## src/rtl/serial_addsub.sv

```systemverilog
// rtl/serial_addsub.sv - multi-cycle slice-serial add/subtract with valid/ready handshakes
// Optional accumulate mode (A taken from last sum) under macro SERIAL_ADDSUB_ACCUM_EN.
module serial_addsub #(
  parameter int WIDTH = 8,
  parameter int SLICE = 2
) (
  input  logic             clk,
  input  logic             rst_n,
`ifdef SERIAL_ADDSUB_ACCUM_EN
  input  logic             acc,
`endif
  input  logic             in_valid,
  output logic             in_ready,
  input  logic [WIDTH-1:0] op_a,
  input  logic [WIDTH-1:0] op_b,
  input  logic             sub,
  output logic             out_valid,
  input  logic             out_ready,
  output logic [WIDTH-1:0] sum,
  output logic             carry_out,
  output logic             overflow,
  output logic             busy
);

  localparam int N  = WIDTH / SLICE;
  localparam int CW = (N > 1) ? $clog2(N) : 1;
  localparam logic [WIDTH-1:0] SL_MASK = {WIDTH{1'b1}} >> (WIDTH - SLICE);

  typedef enum logic [1:0] {IDLE, RUN, DONE} state_t;

  state_t            state_q, state_d;
  logic [WIDTH-1:0]  a_q, a_d, b_q, b_d, sum_q, sum_d;
  logic [CW-1:0]     cnt_q, cnt_d;
  logic              carry_q, carry_d, cout_q, cout_d, ovf_q, ovf_d;
  logic [31:0]       base;
  logic [WIDTH-1:0]  a_sh, b_sh, a_src;
  logic [SLICE-1:0]  a_sl, b_sl;
  logic [SLICE:0]    sl_res;
  logic              carry_into_msb;

`ifdef SERIAL_ADDSUB_ACCUM_EN
  assign a_src = acc ? sum_q : op_a;
`else
  assign a_src = op_a;
`endif

  always_comb begin
    base   = 32'(cnt_q) * 32'(SLICE);
    a_sh   = a_q >> base;
    b_sh   = b_q >> base;
    a_sl   = a_sh[SLICE-1:0];
    b_sl   = b_sh[SLICE-1:0];
    sl_res = {1'b0, a_sl} + {1'b0, b_sl} + {{SLICE{1'b0}}, carry_q};
    // Carry into a bit position is recovered as sum ^ a ^ b at that bit.
    carry_into_msb = a_sl[SLICE-1] ^ b_sl[SLICE-1] ^ sl_res[SLICE-1];
  end

  always_comb begin
    state_d = state_q;
    a_d     = a_q;
    b_d     = b_q;
    sum_d   = sum_q;
    cnt_d   = cnt_q;
    carry_d = carry_q;
    cout_d  = cout_q;
    ovf_d   = ovf_q;
    unique case (state_q)
      IDLE: begin
        if (in_valid) begin
          a_d     = a_src;
          b_d     = sub ? ~op_b : op_b;
          carry_d = sub;
          cnt_d   = '0;
          sum_d   = '0;
          state_d = RUN;
        end
      end
      RUN: begin
        sum_d   = (sum_q & ~(SL_MASK << base)) | (WIDTH'(sl_res[SLICE-1:0]) << base);
        carry_d = sl_res[SLICE];
        cnt_d   = cnt_q + 1'b1;
        if (cnt_q == CW'(N - 1)) begin
          cout_d  = sl_res[SLICE];
          ovf_d   = carry_into_msb ^ sl_res[SLICE];
          state_d = DONE;
        end
      end
      DONE: begin
        if (out_ready) state_d = IDLE;
      end
      default: state_d = IDLE;
    endcase
  end

  always_ff @(posedge clk or negedge rst_n) begin
    if (!rst_n) begin
      state_q <= IDLE;
      a_q     <= '0;
      b_q     <= '0;
      sum_q   <= '0;
      cnt_q   <= '0;
      carry_q <= 1'b0;
      cout_q  <= 1'b0;
      ovf_q   <= 1'b0;
    end else begin
      state_q <= state_d;
      a_q     <= a_d;
      b_q     <= b_d;
      sum_q   <= sum_d;
      cnt_q   <= cnt_d;
      carry_q <= carry_d;
      cout_q  <= cout_d;
      ovf_q   <= ovf_d;
    end
  end

  assign in_ready  = (state_q == IDLE);
  assign out_valid = (state_q == DONE);
  assign busy      = (state_q != IDLE);
  assign sum       = sum_q;
  assign carry_out = cout_q;
  assign overflow  = ovf_q;

endmodule

```

## config.mk

```make
export PLATFORM = sky130hd
export DESIGN_NAME = serial_addsub
export DESIGN_NICKNAME = d
export VERILOG_FILES = /design/src/rtl/serial_addsub.sv
export SDC_FILE = /design/constraint.sdc
export NUM_CORES = 1
export LEC_CHECK = 0
export BUFFER_PORTS_ARGS = -buffer_cell sky130_fd_sc_hd__buf_2
export CAP_MARGIN = 10
export CELL_PAD_IN_SITES_DETAIL_PLACEMENT = 2
export CELL_PAD_IN_SITES_GLOBAL_PLACEMENT = 2
export CORE_ASPECT_RATIO = 0.7
export CORE_UTILIZATION = 31
export DETAILED_ROUTE_END_ITERATION = 8
export PLACE_DENSITY_LB_ADDON = 0.1
export SYNTH_ARGS = -nofsm -noshare
export SYNTH_HDL_FRONTEND = slang
export SYNTH_SLANG_ARGS = --single-unit
```

## constraint.sdc

```tcl
create_clock -name clk -period 2.64 [get_ports clk]
set_clock_uncertainty 0.2 [all_clocks]
set_input_delay 0.396 -clock clk [delete_from_list [all_inputs] [get_ports clk]]
set_output_delay 0.396 -clock clk [all_outputs]
set_load 0.02 [all_outputs]
```

==> results.md <==
* Status: completed
* Worst reg-to-reg path cell count at 5
* Maximum fanout count along the critical path at 4
* Number of buffers added on ports at 33
* Worst setup path category: reg -> reg
* Class of the most critical hold timing path: in -> reg
* CP Cell Sequence: mux4_2 -> fa_1 -> fa_1 -> nand2_1 -> a2bb2o_4
* Via density at 4.678
* Synthesized cell area at 1560 um^2
* Inserted Diodes at 0
* Max incr delay on CP at 0.53 ns
* Insertion delay of the later-clocked pin in the worst-skew pair at around 0.27 ns
* Initial core utilization at 0.3245
* GRT overflow at 0
* Max Fclk at a little under 0.4 GHz
* Final period demand of the worst path at 2.518 ns
* Synthesized area per cell at between 10 and 15 um^2
* Final routed wirelength across all metal layers at 3870 um
* Final non-filler cell area at between 1500 and 2000 um^2
* Max rail drop VDD at 349.8 uV
* Final hold violation count at 0
* Worst Hold Path EP: state_q[1]
* Setup repair after global routing missed its margin: no
* Die span in y at 61.36 um
* Horiz. Die Dim at 86.80 um
* Sequential cell area fraction in the yosys report at 0.4972
* Number of antenna violations at the first check in global routing at 0
* Cell variety after synth at 30
* Pwr dens at 1432 nW/um^2
* Startpoint of the worst register-to-register path: cnt_q[0]
* DP Wirelength at 2911 um
* Die Outline Area at around 5300 um^2
* Data arrival time at the worst-slack endpoint at 2.49 ns
* Max-Cap Viols at 0
* Period utilization at 0.9537
* TritonRoute pass-1 iters at 4
* Wire length of the first global-routing pass at 6127 um
* Number of rows in the core area at 21
* Pin count of the biggest net entering global routing at 32
* Final estimated routing congestion in global placement at 0.7383
* Fraction of final layout cells sized beyond drive strength 1 at 0.3471
* Reg clk slew, reported paths at 0.07 ns
* Number of buffers between clock root and the deepest sink at 2
* Reg-to-reg endpoint: sum[7]
* Final routed DRC violation total at 0
* TNS Setup at 0 ns
* Cell type with the highest occurrence count on the critical path: sky130_fd_sc_hd__fa_1
* Clock Sink Count at 31
* Clock buffers created by TritonCTS at 5
* Worst Setup Start Kind: flop
* Overall power at 2.679 mW
* Post-place instance area at 1778 um^2
* Vias at 1118
* Worst slew slack as a fraction of its limit at 0.5274
* Clock tree from TritonCTS: yes
* Slew Limit Fails at 0
* Vias in the first global route at approximately 1100
* Yosys warns at 0
* Post-DR wirelength/cell at 16.19 um
* Slowest stage cell on the critical path: sky130_fd_sc_hd__mux4_2
* Startpoint of the most critical hold path: out_ready
* Slew at the pin closest to its max-slew limit at a little over 0.7 ns
* Synthesis-to-finish area growth at 19.89%
* Combined global-route utilization of all metal layers at 0.1626
* Total I/O pin count at 34
* Register-to-register setup slack at 0.12 ns
* Data required time of the worst path at about 2.6 ns
* Category of the worst setup path capture point: flop
* Count of routing violations after the opening detailed-route iteration at 30
* Post-DRT Antenna Nets at 0
* Post-CTS Repair Setup Buffers at 0
* Number of nets in the layout at between 150 and 200
* Post-Synthesis Net Count at 160
* Lkg Pwr at 0.8487 nW
* Gate count of the mapped netlist at 132
* Core Box Area at 4808 um^2
* H-tree Lvls at 2
* Flop and latch count out of synthesis at 31
* Finish-stage setup viols at 0
* Worst Hold Depth at 2
* Root buf cell: sky130_fd_sc_hd__clkbuf_8
## logic make-up after synthesis
family          after synthesis  share of synthesized area
mux                          13                     0.1227
flops                        31                     0.4972
buf+inv                      17                    0.06014
xor+xnor                     10                    0.05614
simple gates                 28                    0.09143
compound gates               26                     0.1067
fa+ha+maj                     7                    0.06576
## layout make-up
class                   count  area (um^2)
well taps                  69        86.33
flip-flops and latches     31        777.0
clock inverters             1        5.005
fillers                   548         2938
multi-input cells          84        690.7
inverters                  10        37.54
clock buffers               7        76.32
repair buffers             37        197.7
## worst max path at each step
stage	from	end	slack, ns
after global placement	cnt_q[0]	sum[7]	0.10
after CTS	cnt_q[0]	overflow	0.04
after detailed placement	cnt_q[0]	overflow	0.05
after floorplan	cnt_q[0]	sum[7]	0.03
final	cnt_q[0]	sum[7]	0.12
after global routing	cnt_q[0]	overflow	0.02
## placed cells by master, fill, tap and decap left out, types with 2 or more instances in the layout
cell type and count:
sky130_fd_sc_hd__a21oi_1 12, sky130_fd_sc_hd__buf_2 33, sky130_fd_sc_hd__buf_4 3, sky130_fd_sc_hd__clkbuf_1 2, sky130_fd_sc_hd__clkbuf_8 5, sky130_fd_sc_hd__dfrtp_1 30, sky130_fd_sc_hd__fa_1 2, sky130_fd_sc_hd__ha_1 5
sky130_fd_sc_hd__inv_1 10, sky130_fd_sc_hd__mux2_2 9, sky130_fd_sc_hd__mux4_2 4, sky130_fd_sc_hd__nand2_1 11, sky130_fd_sc_hd__nand2b_1 3, sky130_fd_sc_hd__nor2_1 8, sky130_fd_sc_hd__o21ai_0 2, sky130_fd_sc_hd__o22ai_1 6
sky130_fd_sc_hd__xnor2_1 9
## synth_stat cells, drive strengths merged
library cell   n  area share
fa             2       0.026
o21bai         1      0.0048
dfrtp         31        0.50
or3            1      0.0040
xor2           1      0.0056
or2            1      0.0040
nor2           8       0.019
o31ai          1      0.0048
mux4           4       0.058
a2bb2o         1       0.013
nor3b          2       0.017
nand2         11       0.026
ha             5       0.040
clkbuf         1      0.0032
a21oi         12       0.038
a221o          1      0.0064
o2bb2ai        1      0.0056
o21ai          3      0.0096
nand3b         1      0.0048
xnor2          9       0.051
buf            6       0.033
inv           10       0.024
o22ai          6       0.024
mux2           9       0.065
nor2b          1      0.0040
nand2b         3       0.012
## through the flow
stage          setup slack [ns]  std cells  hold WS [ns]    util
4_1_cts                 0.04307        239        0.1039  0.3888
2_1_floorplan           0.02850        132      -0.09959       -
3_5_place_dp            0.04909        230        0.2957  0.3698
5_1_grt                 0.01654        239        0.1148  0.3890
6_report                 0.1222        239        0.1084  0.3890
3_3_place_gp             0.1040        230        0.2766  0.3698
## flip-flops by register name, indices dropped and copies added (netlist names)
signal,count
a_q,8
b_q,8
sum,8
cnt_q,2
state_q,2
carry_out,1
carry_q,1
overflow,1
## worst max-delay path: cells and delay by family, from the launching register on
family / cells / cell delay (ns)
fa+ha+maj: 2 / 0.92
flops: 1 / 0.42
mux: 1 / 0.53
simple gates: 1 / 0.14
compound gates: 1 / 0.21
## metal layers
metal | up-vias | part of all wire | track usage | wire length (um)
met5 | - | 0 | 0 | 0
met4 | 0 | 0.0080 | 0.05714 | 31
met3 | 5 | 0.033 | 0.04424 | 127
met2 | 23 | 0.45 | 0.2373 | 1737
met1 | 567 | 0.51 | 0.2336 | 1974
li1 | 523 | - | - | -
## where the power goes
group | internal, mW | leakage, nW | total [mW] | switching (mW)
Clock | 0.185 | 0.0422 | 0.358 | 0.174
Combinational | 0.667 | 0.435 | 1.44 | 0.771
Sequential | 0.698 | 0.371 | 0.882 | 0.183
Total | 1.55 | 0.849 | 2.68 | 1.13
## repair_timing
item                                    in CTS  in global routing
endpoints found under the hold margin       25                  0
gates resized for setup                      0                  1
hold buffers                                 1                  0
endpoints found under the setup margin       0                  3
Power figures use the tool's default switching activity.
